===== config.mk =====
export PLATFORM = sky130hd
export DESIGN_NAME = switch_cell_writer
export DESIGN_NICKNAME = d
export VERILOG_FILES = /design/src/rtl/switch_cell_writer_pkg.sv /design/src/rtl/switch_cell_writer_sw_debounce.sv /design/src/rtl/switch_cell_writer.sv
export SDC_FILE = /design/constraint.sdc
export NUM_CORES = 1
export LEC_CHECK = 0
export ABC_AREA = 1
export CORE_UTILIZATION = 30
export CTS_BUF_LIST = sky130_fd_sc_hd__clkbuf_8
export CTS_CLUSTER_DIAMETER = 30
export DETAILED_ROUTE_END_ITERATION = 10
export GPL_TIMING_DRIVEN = 1
export PLACE_DENSITY = 0.54
export SYNTH_ARGS = -nofsm -noshare
export SYNTH_HDL_FRONTEND = slang
export SYNTH_SLANG_ARGS = --single-unit

===== constraint.sdc =====
create_clock -name clk -period 5.3 [get_ports clk]
set_input_delay 1.325 -clock clk [delete_from_list [all_inputs] [get_ports clk]]
set_output_delay 1.325 -clock clk [all_outputs]
set_load 0.02 [all_outputs]

===== src/rtl/switch_cell_writer_pkg.sv =====
// Shared sizes and FSM state encoding for the switch-driven frame-buffer cell writer.
// Pure declarations: no latency, no backpressure.
package cell_writer_pkg;
  localparam int AW     = 3;
  localparam int DW     = 3;
  localparam int NCELLS = 1 << AW;

  typedef enum logic [1:0] {
    INIT  = 2'd0,
    IDLE  = 2'd1,
    WRITE = 2'd2
  } state_t;
endpackage


===== src/rtl/switch_cell_writer_sw_debounce.sv =====
// One switch: 2-flop synchroniser, plus a stability filter when SWITCH_CELL_WRITER_DEBOUNCE_EN is defined.
// Latency: 2 cycles, plus DEB_CYCLES with the filter; no backpressure.
module sw_debounce #(
  parameter int DEB_CYCLES = 250000
) (
  input  logic clk,
  input  logic rst,
  input  logic sw,
  output logic sw_filt
);

  logic [1:0] sync_q;

  always_ff @(posedge clk or negedge rst) begin
    if (!rst) sync_q <= '0;
    else      sync_q <= {sync_q[0], sw};
  end

`ifdef SWITCH_CELL_WRITER_DEBOUNCE_EN
  localparam int CW = $clog2(DEB_CYCLES + 1);

  logic [CW-1:0] cnt;

  // Count consecutive cycles of disagreement; any agreement restarts the count.
  always_ff @(posedge clk or negedge rst) begin
    if (!rst) begin
      cnt     <= '0;
      sw_filt <= 1'b0;
    end else if (sync_q[1] == sw_filt) begin
      cnt <= '0;
    end else if (cnt == CW'(DEB_CYCLES - 1)) begin
      sw_filt <= sync_q[1];
      cnt     <= '0;
    end else begin
      cnt <= cnt + 1'b1;
    end
  end
`else
  // DEB_CYCLES has no effect without the stability filter.
  localparam int unused_deb_cycles = DEB_CYCLES;
  assign sw_filt = sync_q[1];
`endif

endmodule


===== src/rtl/switch_cell_writer.sv =====
// Clears the frame buffer after reset, then bumps a cell's colour on each filtered switch toggle (debounce: SWITCH_CELL_WRITER_DEBOUNCE_EN).
// Latency: write 2 cycles after a filtered toggle; at most one write per 2 cycles, toggles queue in pending.
module switch_cell_writer
  import cell_writer_pkg::*;
#(
  parameter int AW         = cell_writer_pkg::AW,
  parameter int DW         = cell_writer_pkg::DW,
  parameter int DEB_CYCLES = 250000
) (
  input  logic                 clk,
  input  logic                 rst,
  input  logic [(1<<AW)-1:0]   sw,
  output logic [AW-1:0]        mem_px_addr,
  output logic [DW-1:0]        mem_px_data,
  output logic                 px_wr,
  output logic                 init_done
);

  localparam int NCELLS = 1 << AW;

  state_t              state, state_nxt;
  logic [AW-1:0]       init_addr, init_addr_nxt;
  logic [AW-1:0]       rr_ptr, grant, idx;
  logic                grant_vld, take;
  logic [NCELLS-1:0]   filt, filt_q, pending, served;
  logic [DW-1:0]       color [NCELLS];
  logic                wr_nxt;
  logic [AW-1:0]       addr_nxt;
  logic [DW-1:0]       data_nxt;

  for (genvar i = 0; i < NCELLS; i++) begin : g_sw
    sw_debounce #(.DEB_CYCLES(DEB_CYCLES)) u_deb (
      .clk     (clk),
      .rst     (rst),
      .sw      (sw[i]),
      .sw_filt (filt[i])
    );
  end

  always_comb begin
    state_nxt     = state;
    init_addr_nxt = init_addr;
    wr_nxt        = 1'b0;
    addr_nxt      = mem_px_addr;
    data_nxt      = mem_px_data;
    served        = '0;
    take          = 1'b0;
    grant         = '0;
    grant_vld     = 1'b0;
    idx           = '0;

    // Round-robin: first pending cell strictly after the last one served.
    for (int k = 1; k <= NCELLS; k++) begin
      idx = rr_ptr + AW'(k);
      if (!grant_vld && pending[idx]) begin
        grant_vld = 1'b1;
        grant     = idx;
      end
    end

    case (state)
      INIT: begin
        wr_nxt        = 1'b1;
        addr_nxt      = init_addr;
        data_nxt      = '0;
        init_addr_nxt = init_addr + 1'b1;
        if (init_addr == AW'(NCELLS - 1)) state_nxt = IDLE;
      end
      IDLE: begin
        if (grant_vld) begin
          take          = 1'b1;
          wr_nxt        = 1'b1;
          addr_nxt      = grant;
          data_nxt      = color[grant] + 1'b1;
          served[grant] = 1'b1;
          state_nxt     = WRITE;
        end
      end
      WRITE:   state_nxt = IDLE;
      default: state_nxt = INIT;
    endcase
  end

  always_ff @(posedge clk or negedge rst) begin
    if (!rst) begin
      state       <= INIT;
      init_addr   <= '0;
      rr_ptr      <= '1;
      pending     <= '0;
      filt_q      <= '0;
      px_wr       <= 1'b0;
      mem_px_addr <= '0;
      mem_px_data <= '0;
      init_done   <= 1'b0;
      for (int i = 0; i < NCELLS; i++) color[i] <= '0;
    end else begin
      state       <= state_nxt;
      init_addr   <= init_addr_nxt;
      px_wr       <= wr_nxt;
      mem_px_addr <= addr_nxt;
      mem_px_data <= data_nxt;
      init_done   <= (state != INIT);
      filt_q      <= filt;
      // A toggle landing on the cycle its bit is served re-arms it.
      pending     <= (pending & ~served) | (filt ^ filt_q);
      if (take) begin
        color[grant] <= data_nxt;
        rr_ptr       <= grant;
      end
    end
  end

endmodule


# Word level (Yosys, flattened, before mapping)
# Cells that the tools add are included.
# Widths: inputs -> output; s select.
[classes] muxes=52 n_bitwise=5 reduce_logical=21 magnitude_cmp=12 n_eq_ne=5 n_addsub=9
[ops] operator="$mux 3" n=13
[ops] operator="$lt 3x4->1 const B" n=9
[ops] operator="$bmux 1 s3" n=8
[ops] operator="$bwmux 24" n=1
[ops] operator="$mux 1" n=19
[ops] operator="$mux 8" n=2
[ops] operator="$add 3x3->3 const B" n=4
[ops] operator="$pmux 3 s2" n=2
[ops] operator="$add 3x1->3 const B" n=3
[ops] operator="$bmux 3 s3" n=1
[ops] operator="$demux 3 s3" n=1
[ops] operator="$logic_and 1x1->1" n=9
[ops] operator="$and 8x8->8" n=1
[ops] operator="$not 8->8" n=1
[ops] operator="$or 8x8->8" n=1
[ops] operator="$xor 8x8->8" n=1
[ops] operator="$logic_not 1->1" n=7
[ops] operator="$add 3x2->3 const B" n=2
[ops] operator="$pmux 2 s3" n=1
[ops] operator="$ge 4x4->1 const B" n=1
[ops] operator="$lt 4x1->1 const B" n=1
[ops] operator="$mux 2" n=2
[ops] operator="$ne 2x2->1 const B" n=2
[ops] operator="$not 3->4" n=1
[ops] operator="other kinds (9)" n=11
[totals] out_inout_bits=8 register_bits=72 input_bits=10 word_cells=129

# Longest topological paths before layout
# Gate-level depths: netlist of the first run.
[logic_depth] depth_word=34 ltp_mapped=28 ltp_nobuf=25

# Cells and area by module
# From an unflattened synthesis of the first run, not the netlist that was laid out.
[unflattened] hier_cells=440 area_unflattened_um2=3573.4
[modules_own_cells] module="switch_cell_writer" n_inst=1 cells_per_inst=424 seq_area_each_um2=1405.1 area_each_um2=3173.0
[modules_own_cells] module="sw_debounce" n_inst=8 cells_per_inst=2 seq_area_each_um2=50.0 area_each_um2=50.0

# Least setup slack after synthesis of the first run
# No wires, ideal clock.
[synth_timing] path_type="reg2reg" startpoint="register rr_ptr[0]" endpoint="register color[10] (netlist name)" path_slack_ps=1732 path_stages_with_launch=24 setup_time_ps=77 path_buffers=3 t_arrival_ps=3491 period_less_slack_ps=3568 path_cell_list="dfstp_2 > buf_6 > inv_2 > buf_6 > ha_1 > inv_1 > nand3_1 > nand3_1 > and2_1 > nand4_4 > nor2_4 > nand2_1 > nand3b_4 > nand2_4 > buf_6 > nor2_1 > o21ai_1 > nand2_1 > nor2_1 > ha_1 > inv_1 > o22ai_1 > inv_1 > o21ai_1"
[synth_between] elab_chain_len=33
[synth_rtl] item="start, declared" line="switch_cell_writer.sv:23" source="logic [AW-1:0] rr_ptr, grant, idx;"
[synth_rtl] item="start signal, assigned" line="switch_cell_writer.sv:108" source="rr_ptr <= grant;"
[synth_rtl] item="$add 3x1->3" line="switch_cell_writer.sv:54" source="idx = rr_ptr + AW'(k);"
[synth_rtl] item="$bmux 1 s3" line="switch_cell_writer.sv:55" source="if (!grant_vld && pending[idx]) begin"
[synth_rtl] item="$mux 1 (implied by the code)" line="switch_cell_writer.sv:55"
[synth_rtl] item="$mux 1" line="switch_cell_writer.sv:55"
[synth_rtl] item="$logic_not 1->1" line="switch_cell_writer.sv:55"
[synth_rtl] item="$logic_and 1x1->1" line="switch_cell_writer.sv:55"
[synth_rtl] item="$mux 1" line="switch_cell_writer.sv:55"
[synth_rtl] item="$logic_not 1->1" line="switch_cell_writer.sv:55"
[synth_rtl] item="(+17 left out)"
[synth_rtl] item="$not 3->4 (implied by the code)" line="switch_cell_writer.sv:74" source="data_nxt = color[grant] + 1'b1;"
[synth_rtl] item="$bmux 3 s3" line="switch_cell_writer.sv:74"
[synth_rtl] item="$mux 3 (implied by the code) (2 in series)" line="switch_cell_writer.sv:74"
[synth_rtl] item="$add 3x1->3" line="switch_cell_writer.sv:74"
[synth_rtl] item="$mux 3 *" line="switch_cell_writer.sv:70" source="if (grant_vld) begin"
[synth_rtl] item="$pmux 3 s2 *" line="switch_cell_writer.sv:61" source="case (state)"
[synth_rtl] item="via data_nxt[1]" line="switch_cell_writer.sv:29" source="logic [DW-1:0] data_nxt;"
[synth_rtl] item="$bwmux 24 *" line="switch_cell_writer.sv:107" source="color[grant] <= data_nxt;"
[synth_rtl] item="end signal, assigned by index" line="switch_cell_writer.sv:107"
[synth_rtl] item="end, declared" line="switch_cell_writer.sv:26" source="logic [DW-1:0] color [NCELLS];"
# The timed path passes the listed nets; every way through them passes the cells marked *. The select of a mux whose other input is x is not followed.
# A chain may end at the register's enable or synchronous reset.

# Worst setup path in the final report of the first run
[layout_timing] startpoint="register rr_ptr[0]" endpoint="register color[4] (netlist name)"
# The elaborated chain is that of the path after synthesis.

==> impl_metrics.toml, run 1 <==
[sta]
clock_skew_ns = 0.01045
timing.final.max_slew_violations = 0
finalCritPeriodShare = 0.7980
fmaxAchievable_mhz = 236.4
finalWorstPathRequiredPeriod_ns = 4.230
timing_hold_violations_final = 0
rsz0062_at_grt = "false"
timing_worst_slew_pin_value_ns = 0.9000
setup_viol = 0
total_negative_setup_slack_ns = 0
slew_headroom = 0.4000

[finish]
layout.cells.most_common_list = "nand2_1, dfrtp_1, inv_1, nor2_1, nand3_1"
count_of_antenna_diodes_in_the_layout = 0
finalCoreUtilization = 0.3592
layout_commonest_cell = "nand2_1"
design.final.nets = 479
share_of_cells_above_drive_strength_1 = 0.1258
syn2layout_area_growth_pct = 14.66
fillers = 1193

[worst_setup_path]
critical-path-slowest-cell = "dfstp_2"
worst-endpoint-required_ns = 5.58
critical-path-top-delay-family = "simple AND/OR/NAND/NOR gates"
cp_num_buf_inv = 4
worst-setup-path-type = "reg2reg"
worst_path_largest_cell_delay_ns = 0.66
cp_cell_sequence = "inv_2 -> ha_1 -> inv_1 -> nand3_1 -> nand3_1 -> and2_1 -> nand4_4 -> nor2_4 -> nand2_1 -> nand2_1 -> a21oi_1 -> nor2_1 -> nand2_1 -> nand2_2 -> nor2_1 -> ha_1 -> inv_1 -> o22ai_1 -> inv_1 -> o21ai_1"
worst_setup_path_start_kind = "flop"
worst-endpoint-arrival_ns = 4.51
critical_path.endpoint_type = "flop"
critical_path_peak_fanout = 11

[logic_synthesis]
ys_async_sr_fraction = 1.000
number_of_instances_in_the_synthesized_netlist = 441
leading_register_cell_type_out_of_synthesis = "dfrtp_1"
yosys_register_bits = 72
synth_fp_nets = 456
avgSynthCellArea_um2 = 8.285
synth_enable_flop_cells = 0
ys_seq_area_frac = 0.4942
syn-cell-area_mm2 = 0.003654
ys_types = 34
yosys_warnings = 0

[placement]
finalWeightedCongestion = 0.9168
place_hpwl_mm = 6.091
io_buffers = 17

[clock_network]
numClockSinks = 72
cts_setup_buffers = 0
cts_hold_repair.buffers = 0
cts_htree_levels = 3
worst_setup_hold_path_clk_slew_ns = 0.08
clock_tree.buffer_depth = 2
cts-root-buf = "clkbuf_8"
cts.repair.resized = 0
insertion_delay_of_the_later_clocked_pin_in_the_worst_skew_pair_ns = 0.35
cts_inserted_buffers = 9
clock_tree_from_tritoncts = "yes"

[global_routing]
grt_use_total = 0.1429
grt_first_pass_wirelength_mm = 14.14
largest_net_degree_at_the_start_of_global_routing = 73
globalRouteOverflowTotal = 0
grt_antenna_before_repair = 0
number_of_global_route_vias_before_repair = 2863

[routing]
wl_per_cell_um = 12.98
post_drt_antenna_nets = 0
remaining_drc_errors = 0
routed_wl_mm = 7.941
route.vias.total = 2845
route.detailed.vias_per_inst = 4.649
first_pass_iters = 4
first_iter_violations = 161

[floorplanning]
floorplan.io_pins = 18
initial_utilization = 0.3133
die_height_um = 112.4
dieWidth_um = 112.4
coreArea_mm2 = 0.01166
die_area_mm2 = 0.01262
std_cell_rows = 39

[status]
status = "complete, no violations"

[run]
drv_cap = 0

[hold_path]
holdCritPathClass = "reg2reg"
-- Yosys cell counts (2+ instances only) --
library cell  instances  area (um2)
a21oi_1               2       10.01
buf_2                 2       10.01
buf_6                 3       33.78
dfrtp_1              69        1727
dfstp_2               3       78.83
ha_1                  5       62.56
inv_1                46       172.7
inv_2                 8       30.03
nand2_1             143       536.8
nand2_2              11       68.82
nand2_4               2       22.52
nand3_1              32       160.2
nand3_2               7       70.07
nand3_4               2       35.03
nand3b_1              5       37.54
nand4_1               2       12.51
nor2_1               34       127.6
nor2_2                3       18.77
o21ai_0              14       70.07
o21ai_1              23       115.1
o21bai_1              2       15.01
xnor2_1              10       87.58
xor2_1                2       17.52
-- layout make-up --
type                       count  area (um2)  area share
timing repair buffer          17       167.7     0.04002
tap                          143       178.9     0.04271
multi-input combinational    310        1602      0.3823
clock buffer                   9       123.9     0.02957
inverter                      54       202.7     0.04839
sequential                    72        1805      0.4310
clock inverter                 7       108.9     0.02599
-- kinds of logic (layout without fill, tap and decap cells) --
logic type	Yosys count	after routing	synth area share
simple gates	247	247	0.3216
flops	72	72	0.4942
buf+inv	59	87	0.06747
compound gates	46	46	0.07089
xor+xnor	12	12	0.02877
fa+ha+maj	5	5	0.01712
-- per-stage QoR --
step / hold WS (ns) / area (um2) / setup slack, ns / instances
2_1_floorplan: 0.3312 / 3654 / 1.732 / 441
3_3_place_gp: 0.3330 / 3956 / 1.200 / 596
3_5_place_dp: 0.3347 / 3956 / 1.114 / 596
4_1_cts: 0.3554 / 4189 / 1.103 / 612
5_1_grt: 0.3602 / 4189 / 0.6888 / 612
6_report: 0.3531 / 4189 / 1.070 / 612
-- sequential cells by signal, summed over array words and instances (netlist names), 2 cells and up --
name,cells
filt_q,8
mem_px_data,3
mem_px_addr,3
state,2
g_sw.u_deb.sync_q,16
pending,8
rr_ptr,3
init_addr,3
color,24
-- path summary, 6_finish.rpt --
kind	startpoint	to	slack, ns	cells past startpoint
hold / removal	g_sw[7].u_deb.sync_q[0]	g_sw[7].u_deb.sync_q[1]	0.35	0
hold reg to reg	g_sw[7].u_deb.sync_q[0]	g_sw[7].u_deb.sync_q[1]	0.35	0
max in group asynchronous	rst	pending[0]	3.61	1
setup / recovery	rr_ptr[0]	color[4]	1.07	20
setup reg to reg	rr_ptr[0]	color[4]	1.07	20
min in group asynchronous	rst	color[3]	1.08	1
-- worst register-to-register path: stages (launching register included) --
cell and delay (ns):
dfstp_2 0.66, inv_2 0.17, ha_1 0.43, inv_1 0.19, nand3_1 0.18, nand3_1 0.10, and2_1 0.27, nand4_4 0.17
nor2_4 0.16, nand2_1 0.15, nand2_1 0.12, a21oi_1 0.10, nor2_1 0.33, nand2_1 0.12, nand2_2 0.11, nor2_1 0.06
ha_1 0.26, inv_1 0.03, o22ai_1 0.19, inv_1 0.19, o21ai_1 0.17
-- per-layer routing --
| metal | share of wire | global-route usage |
|---|---|---|
| met2 | 0.45 | 0.2219 |
| met3 | 0.042 | 0.03240 |
| met1 | 0.48 | 0.1950 |
| met4 | 0.022 | 0.05333 |
| met5 | 0 | 0 |
Power of run 1 is left out: the tool's default activity adds up to more than one toggle a clock period on the data nets, which glitch-free logic cannot reach.
==> inputs of run 2 (changes only) <==
- PLACE_DENSITY: 0.54 -> 0.56
- clock period: 5.3 -> 3.7 ns (I/O delays scaled with it)
==> run 2 against run 1 <==
Effect of this change: non-clock buffer count is 10 higher; sequential share of layout area is 1.3 points lower; first-iteration DRC count is 18% lower; core utilization is 1.2 points higher.
==> impl_metrics.toml, run 2 (same netlist as run 1, synthesis figures left out) <==
[status]
status = "complete, no violations"

[clock_network]
insertion_delay_of_the_later_clocked_pin_in_the_worst_skew_pair_ns = 0.35
worst_setup_hold_path_clk_slew_ns = 0.08
cts_hold_repair.buffers = 0
cts_setup_buffers = 0
clock_tree_from_tritoncts = "yes"
cts_inserted_buffers = 9
clock_tree.buffer_depth = 2
cts_htree_levels = 3
numClockSinks = 72
cts-root-buf = "clkbuf_8"

[global_routing]
grt_first_pass_wirelength_mm = 13.03
number_of_global_route_vias_before_repair = 2741
largest_net_degree_at_the_start_of_global_routing = 43
grt_antenna_before_repair = 0
grt_use_total = 0.1322
globalRouteOverflowTotal = 0

[worst_setup_path]
worst_setup_path_start_kind = "flop"
worst-setup-path-type = "reg2reg"
critical_path.endpoint_type = "flop"
reg2reg_to = "color[4]"
r2r-start = "rr_ptr[0]"
worst-endpoint-arrival_ns = 3.72
critical_path_peak_fanout = 10
worst-endpoint-required_ns = 3.97
r2r_slack_ns = 0.25
r2r_cells = 22

[floorplanning]
floorplan.io_pins = 18
dieWidth_um = 112.4
std_cell_rows = 39
initial_utilization = 0.3133
die_height_um = 112.4
coreArea_mm2 = 0.01166
die_area_mm2 = 0.01262

[routing]
first_pass_iters = 4
routed_wl_mm = 7.752
route.vias.total = 2802
post_drt_antenna_nets = 0
wl_per_cell_um = 12.46
top_layer_used = "met4"
wl_met2_mm = 3.633
remaining_drc_errors = 0
detail_route.wirelength.met1_mm = 3.822
wl_met3_um = 203
route.detailed.vias_per_inst = 4.505
first_iter_violations = 132

[finish]
design.final.nets = 489
share_of_cells_above_drive_strength_1 = 0.1775
largest-register = "color"
largest_register_ff_count = 24
count_of_antenna_diodes_in_the_layout = 0
finish.instance_area_mm2 = 0.004324
fillers = 1191
layoutNonFillerInstCount = 622
layout_commonest_cell = "nand2_1"
layout_top_registers = "color: 24 flops, g_sw.u_deb.sync_q: 16 flops"
layout.cells.most_common_list = "nand2_1, dfrtp_1, inv_1, nand3_1, nor2_1"
syn2layout_area_growth_pct = 18.36

[sta]
fmaxAchievable_mhz = 290.2
timing.final.max_slew_violations = 0
timing_worst_slew_pin_value_ns = 0.9357
finalWorstPathRequiredPeriod_ns = 3.446
clock_skew_ns = 0.006711
setup_viol = 0
timing_hold_violations_final = 0
finalCritPeriodShare = 0.9314
slew_headroom = 0.3762

[hold_path]
holdPathStages = 0
holdCritStartpoint = "g_sw[2].u_deb.sync_q[0]"
holdCritPathClass = "reg2reg"
worstHoldEndpoint = "g_sw[2].u_deb.sync_q[1]"

[run]
drv_cap = 0

[placement]
place_hpwl_mm = 5.963
dp_cells = 606
finalWeightedCongestion = 0.9139
io_buffers = 17
dpl-instance-area_mm2 = 0.004029
run 2: cell count changes in the layout (fill, tap and decap cells not counted), sizes merged:
cell / before / now
buf: 1 / 11
clkinvlp: 0 / 1
bufinv: 2 / 1
run 2: stage by stage:
| stage | TNS [ns] | utilization | setup slack, ns | hold slack (ns) |
|---|---|---|---|---|
| 2_1_floorplan | 0 | - | 0.1322 | 0.3312 |
| 5_1_grt | -0.005055 | 0.3708 | -0.005055 | 0.3559 |
| 3_5_place_dp | -0.2079 | 0.3455 | -0.04043 | 0.3347 |
| 4_1_cts | 0 | 0.3644 | 0.03661 | 0.3540 |
| 6_report | 0 | 0.3708 | 0.2539 | 0.3518 |
| 3_3_place_gp | 0 | 0.3455 | 0.02203 | 0.3316 |
run 2: metal layers:
layer,vias to the layer above,global-route usage
met3,10,0.03024
li1,1459,-
met5,-,0
met1,1296,0.1717
met2,37,0.2199
met4,0,0.04000
run 2: worst max path at each step:
stage,endpoint,slack [ns],startpoint,depth (start not counted)
2_1_floorplan,color[10],0.13,rr_ptr[0],23
3_3_place_gp,color[10],0.02,rr_ptr[0],20
3_5_place_dp,color[4],-0.04,rr_ptr[0],20
4_1_cts,color[4],0.04,rr_ptr[0],21
5_1_grt,color[7],-0.005,rr_ptr[0],22
6_report,color[4],0.25,rr_ptr[0],22
run 2: repair_timing:
item | CTS | global route
endpoints found under the setup margin | 8 | 18
resized for setup | 5 | 18
gates cloned | 0 | 0
pin swaps | 0 | 3
endpoints found under the hold margin | 0 | 0
run 2: worst max-delay path, stage by stage, from the launching register on:
cell     delay, ns
dfstp_2       0.54
buf_4         0.18
ha_1          0.20
inv_1         0.06
nand2_1       0.06
nand2_1       0.08
nand3_2       0.11
nand2_4       0.09
nor2_8        0.15
nand4_4       0.12
nor2_4        0.19
nand3_4       0.14
nand2_1       0.14
o21ai_2       0.09
nor2_2        0.18
o21ai_1       0.11
nand2_1       0.13
nor2_1        0.06
ha_1          0.26
inv_1         0.04
o22ai_2       0.20
inv_2         0.11
o21ai_1       0.14
run 2: cell type report:
| class | count | area, um2 | share of cell area |
|---|---|---|---|
| sequential | 72 | 1805 | 0.4175 |
| multi-input combinational | 310 | 1683 | 0.3892 |
| timing repair buffer | 27 | 244.0 | 0.05642 |
| inverter | 54 | 202.7 | 0.04687 |
| tap | 143 | 178.9 | 0.04138 |
| clock buffer | 9 | 123.9 | 0.02865 |
| clock inverter | 7 | 86.33 | 0.01997 |
Power of run 2 is left out for the same reason.
==> inputs of run 3 (changes only) <==
- ABC_AREA: 1 -> not set
==> run 3 against run 2 <==
Effect of this change: the flow now finishes with violations (negative setup slack); non-clock buffer count is 81 higher; worst setup slack worse by 0.71 ns; register-to-register slack worse by 0.71 ns; synthesized cell count is 33% lower; global-route usage is 1.5 points higher; critical path type unchanged; highest routed layer unchanged.
==> impl_metrics.toml, run 3 <==
[logic_synthesis]
synth.top_cells.by_count = "dfrtp_1, nand2_1, mux2_2"
leading_register_cell_type_out_of_synthesis = "dfrtp_1"
synth_fp_nets = 312
yosys_warnings = 0
synth_enable_flop_cells = 0
ys_types = 50
number_of_instances_in_the_synthesized_netlist = 297
synthDominantAreaCellType = "dfrtp_1"
ys_async_sr_fraction = 1.000
avgSynthCellArea_um2 = 12.67
proportion_of_netlist_area_held_by_the_largest_area_contributor = 0.4589
post-synth-top-count-cell = "dfrtp_1"
syn-cell-area_mm2 = 0.003762
ys_seq_area_frac = 0.4799
yosys_register_bits = 72
synth_top_cells_by_area = "dfrtp_1, mux4_2, mux2_2"

[sta]
finalCritPeriodShare = 1.124
rsz0062_at_grt = "true"
timing_worst_slew_pin_value_ns = 0.7029
setup_viol = 34
finalWorstPathRequiredPeriod_ns = 4.158
worst_slack_ns = -0.4578
slew_headroom = 0.5314
clock_skew_ns = 0.004492
final.hold.worst_slack_ns = 0.3482
fmaxAchievable_mhz = 240.5
timing.final.max_slew_violations = 0
timing_hold_violations_final = 0

[routing]
route.detailed.vias_per_inst = 4.821
wl_per_cell_um = 15.54
route.vias.total = 2777
post_drt_antenna_nets = 0
routed_wl_mm = 8.950
first_iter_violations = 120
remaining_drc_errors = 0
first_pass_iters = 4

[floorplanning]
die_height_um = 114.0
die_area_mm2 = 0.01299
std_cell_rows = 40
dieWidth_um = 114.0
initial_utilization = 0.3106
coreArea_mm2 = 0.01211
floorplan.io_pins = 18

[finish]
share_of_cells_above_drive_strength_1 = 0.4828
syn2layout_area_growth_pct = 41.30
largest_register_ff_count = 24
design.final.nets = 418
layout.cells.most_common_list = "buf_4, dfrtp_1, mux2_4, nand2_1"
count_of_antenna_diodes_in_the_layout = 0
largest-register = "color"
layoutNonFillerInstCount = 576
layout_top_registers = "color: 24 flops, g_sw.u_deb.sync_q: 16 flops"
layout_commonest_cell = "buf_4"

[worst_setup_path]
cp_cell_sequence = "inv_4 -> ha_4 -> mux2_2 -> mux4_2 -> or3_4 -> o221ai_4 -> mux4_2 -> mux2_4 -> ha_4 -> a22o_4 -> mux2_2"
cp_num_buf_inv = 1
critical_path_peak_fanout = 8
worst-endpoint-arrival_ns = 4.39
worst-setup-path-type = "reg2reg"
critical-path-slowest-cell = "dfstp_2"
worst-endpoint-required_ns = 3.93
critical_path.endpoint_type = "flop"
worst_setup_path_start_kind = "flop"
critical-path-top-delay-family = "multiplexers"
worst_path_largest_cell_delay_ns = 0.57

[clock_network]
cts_htree_levels = 3
clock_tree.buffer_depth = 2
cts_hold_repair.buffers = 0
clock_tree_from_tritoncts = "yes"
numClockSinks = 72
cts-root-buf = "clkbuf_8"
worst_setup_hold_path_clk_slew_ns = 0.07
insertion_delay_of_the_later_clocked_pin_in_the_worst_skew_pair_ns = 0.34
cts_inserted_buffers = 9

[power]
seqPwrFrac = 0.229
pwr-share-comb = 0.650
static-leakage-power_nw = 2.332
netSwitchingFraction = 0.3904
cell_internal_pwr_mw = 3.072
p_switching_mw = 1.967
design_power_total_mw = 5.039
power.share.clock = 0.121
areal_power_density_over_the_cells_mw_per_mm2 = 947.7
vdd_ir_drop_max_mv = 0.7210

[global_routing]
largest_net_degree_at_the_start_of_global_routing = 51
globalRouteOverflowTotal = 0
grt_antenna_before_repair = 0
grt_first_pass_wirelength_mm = 14.52
grt_use_total = 0.1470
number_of_global_route_vias_before_repair = 2824

[status]
status = "complete, but fails checks"
violations = "negative setup slack"

[placement]
finalWeightedCongestion = 0.8649
io_buffers = 17
place_hpwl_mm = 6.476
dp_cells = 547

[hold_path]
holdCritPathClass = "reg2reg"

[run]
drv_cap = 0
==> run 3: cell count changes after synthesis, sizes merged, moves of 17 or more <==
cell / before / now
nand3: 41 / 5
nand2: 156 / 24
o21ai: 38 / 10
nor2: 39 / 17
mux2i: 0 / 17
mux2: 0 / 36
inv: 54 / 14
==> run 3: power groups by stage <==
stage	clock network, mW	registers (mW)	logic (mW)
after global routing	0.662	1.18	3.52
final	0.608	1.16	3.27
after detailed placement	0	1.16	2.65
after floorplan	0	1.15	1.76
after global placement	0	1.15	2.60
after CTS	0.633	1.15	2.99
==> run 3: through the flow <==
step | area [um2] | TNS, ns | setup slack (ns) | util
floorplan | 3896 | -15.46 | -0.8111 | -
global placement | 4743 | -9.654 | -0.4915 | 0.3916
detailed placement | 4743 | -10.99 | -0.5536 | 0.3916
CTS | 5119 | -8.197 | -0.4712 | 0.4226
global route | 5316 | -14.18 | -0.5836 | 0.4389
finish | 5316 | -9.536 | -0.4578 | 0.4389
==> run 3: area by class of cell <==
type	count	area [um2]
Multi-Input combinational cell	198	2146
Inverter	14	55.05
Tap cell	168	210.2
Clock inverter	5	47.55
Timing Repair Buffer	108	900.9
Clock buffer	11	151.4
Sequential cell	72	1805
Fill cell	1169	6795
==> run 3: what timing repair did <==
| action | 4_1_cts | 5_1_grt |
|---|---|---|
| pin swaps | 5 | 14 |
| setup buffers | 4 | 9 |
| setup endpoints to repair | 33 | 35 |
| cloned | 1 | 0 |
| gates resized for setup | 28 | 34 |
==> run 3: cell families after synthesis <==
logic type	count (synthesis)	synth area share
multiplexers	68	0.2448
AND/OR/NAND/NOR	60	0.07981
flip-flops	72	0.4799
buffers and inverters	28	0.04223
adder cells (fa/ha/maj)	5	0.01663
XOR/XNOR	13	0.03026
AO/OA/AOI/OAI	51	0.1064
==> run 3: routing by layer <==
layer  routed length (um)  global-route usage
met1                 4208              0.1956
met2                 4363              0.2319
met3                  162             0.03188
met4                  215             0.06234
met5                    0                   0
==> run 3: worst paths after layout <==
path / slack [ns] / cells past startpoint / to / startpoint
hold / removal: 0.35 / 0 / g_sw[1].u_deb.sync_q[1] / g_sw[1].u_deb.sync_q[0]
setup / recovery: -0.46 / 11 / color[16] / rr_ptr[0]
min in group asynchronous: 0.55 / 2 / init_addr[2] / rst
hold reg to reg: 0.35 / 0 / g_sw[1].u_deb.sync_q[1] / g_sw[1].u_deb.sync_q[0]
max in group asynchronous: 2.59 / 2 / filt_q[6] / rst
setup reg to reg: -0.46 / 11 / color[16] / rr_ptr[0]
==> run 3: worst register-to-register path: stages, from the launching register on <==
cell and delay, ns:
dfstp_2 0.57, inv_4 0.04, ha_4 0.32, mux2_2 0.35, mux4_2 0.49, or3_4 0.38, o221ai_4 0.28, mux4_2 0.56
mux2_4 0.30, ha_4 0.25, a22o_4 0.24, mux2_2 0.26
No activity file was read; power rests on OpenSTA's default activity.
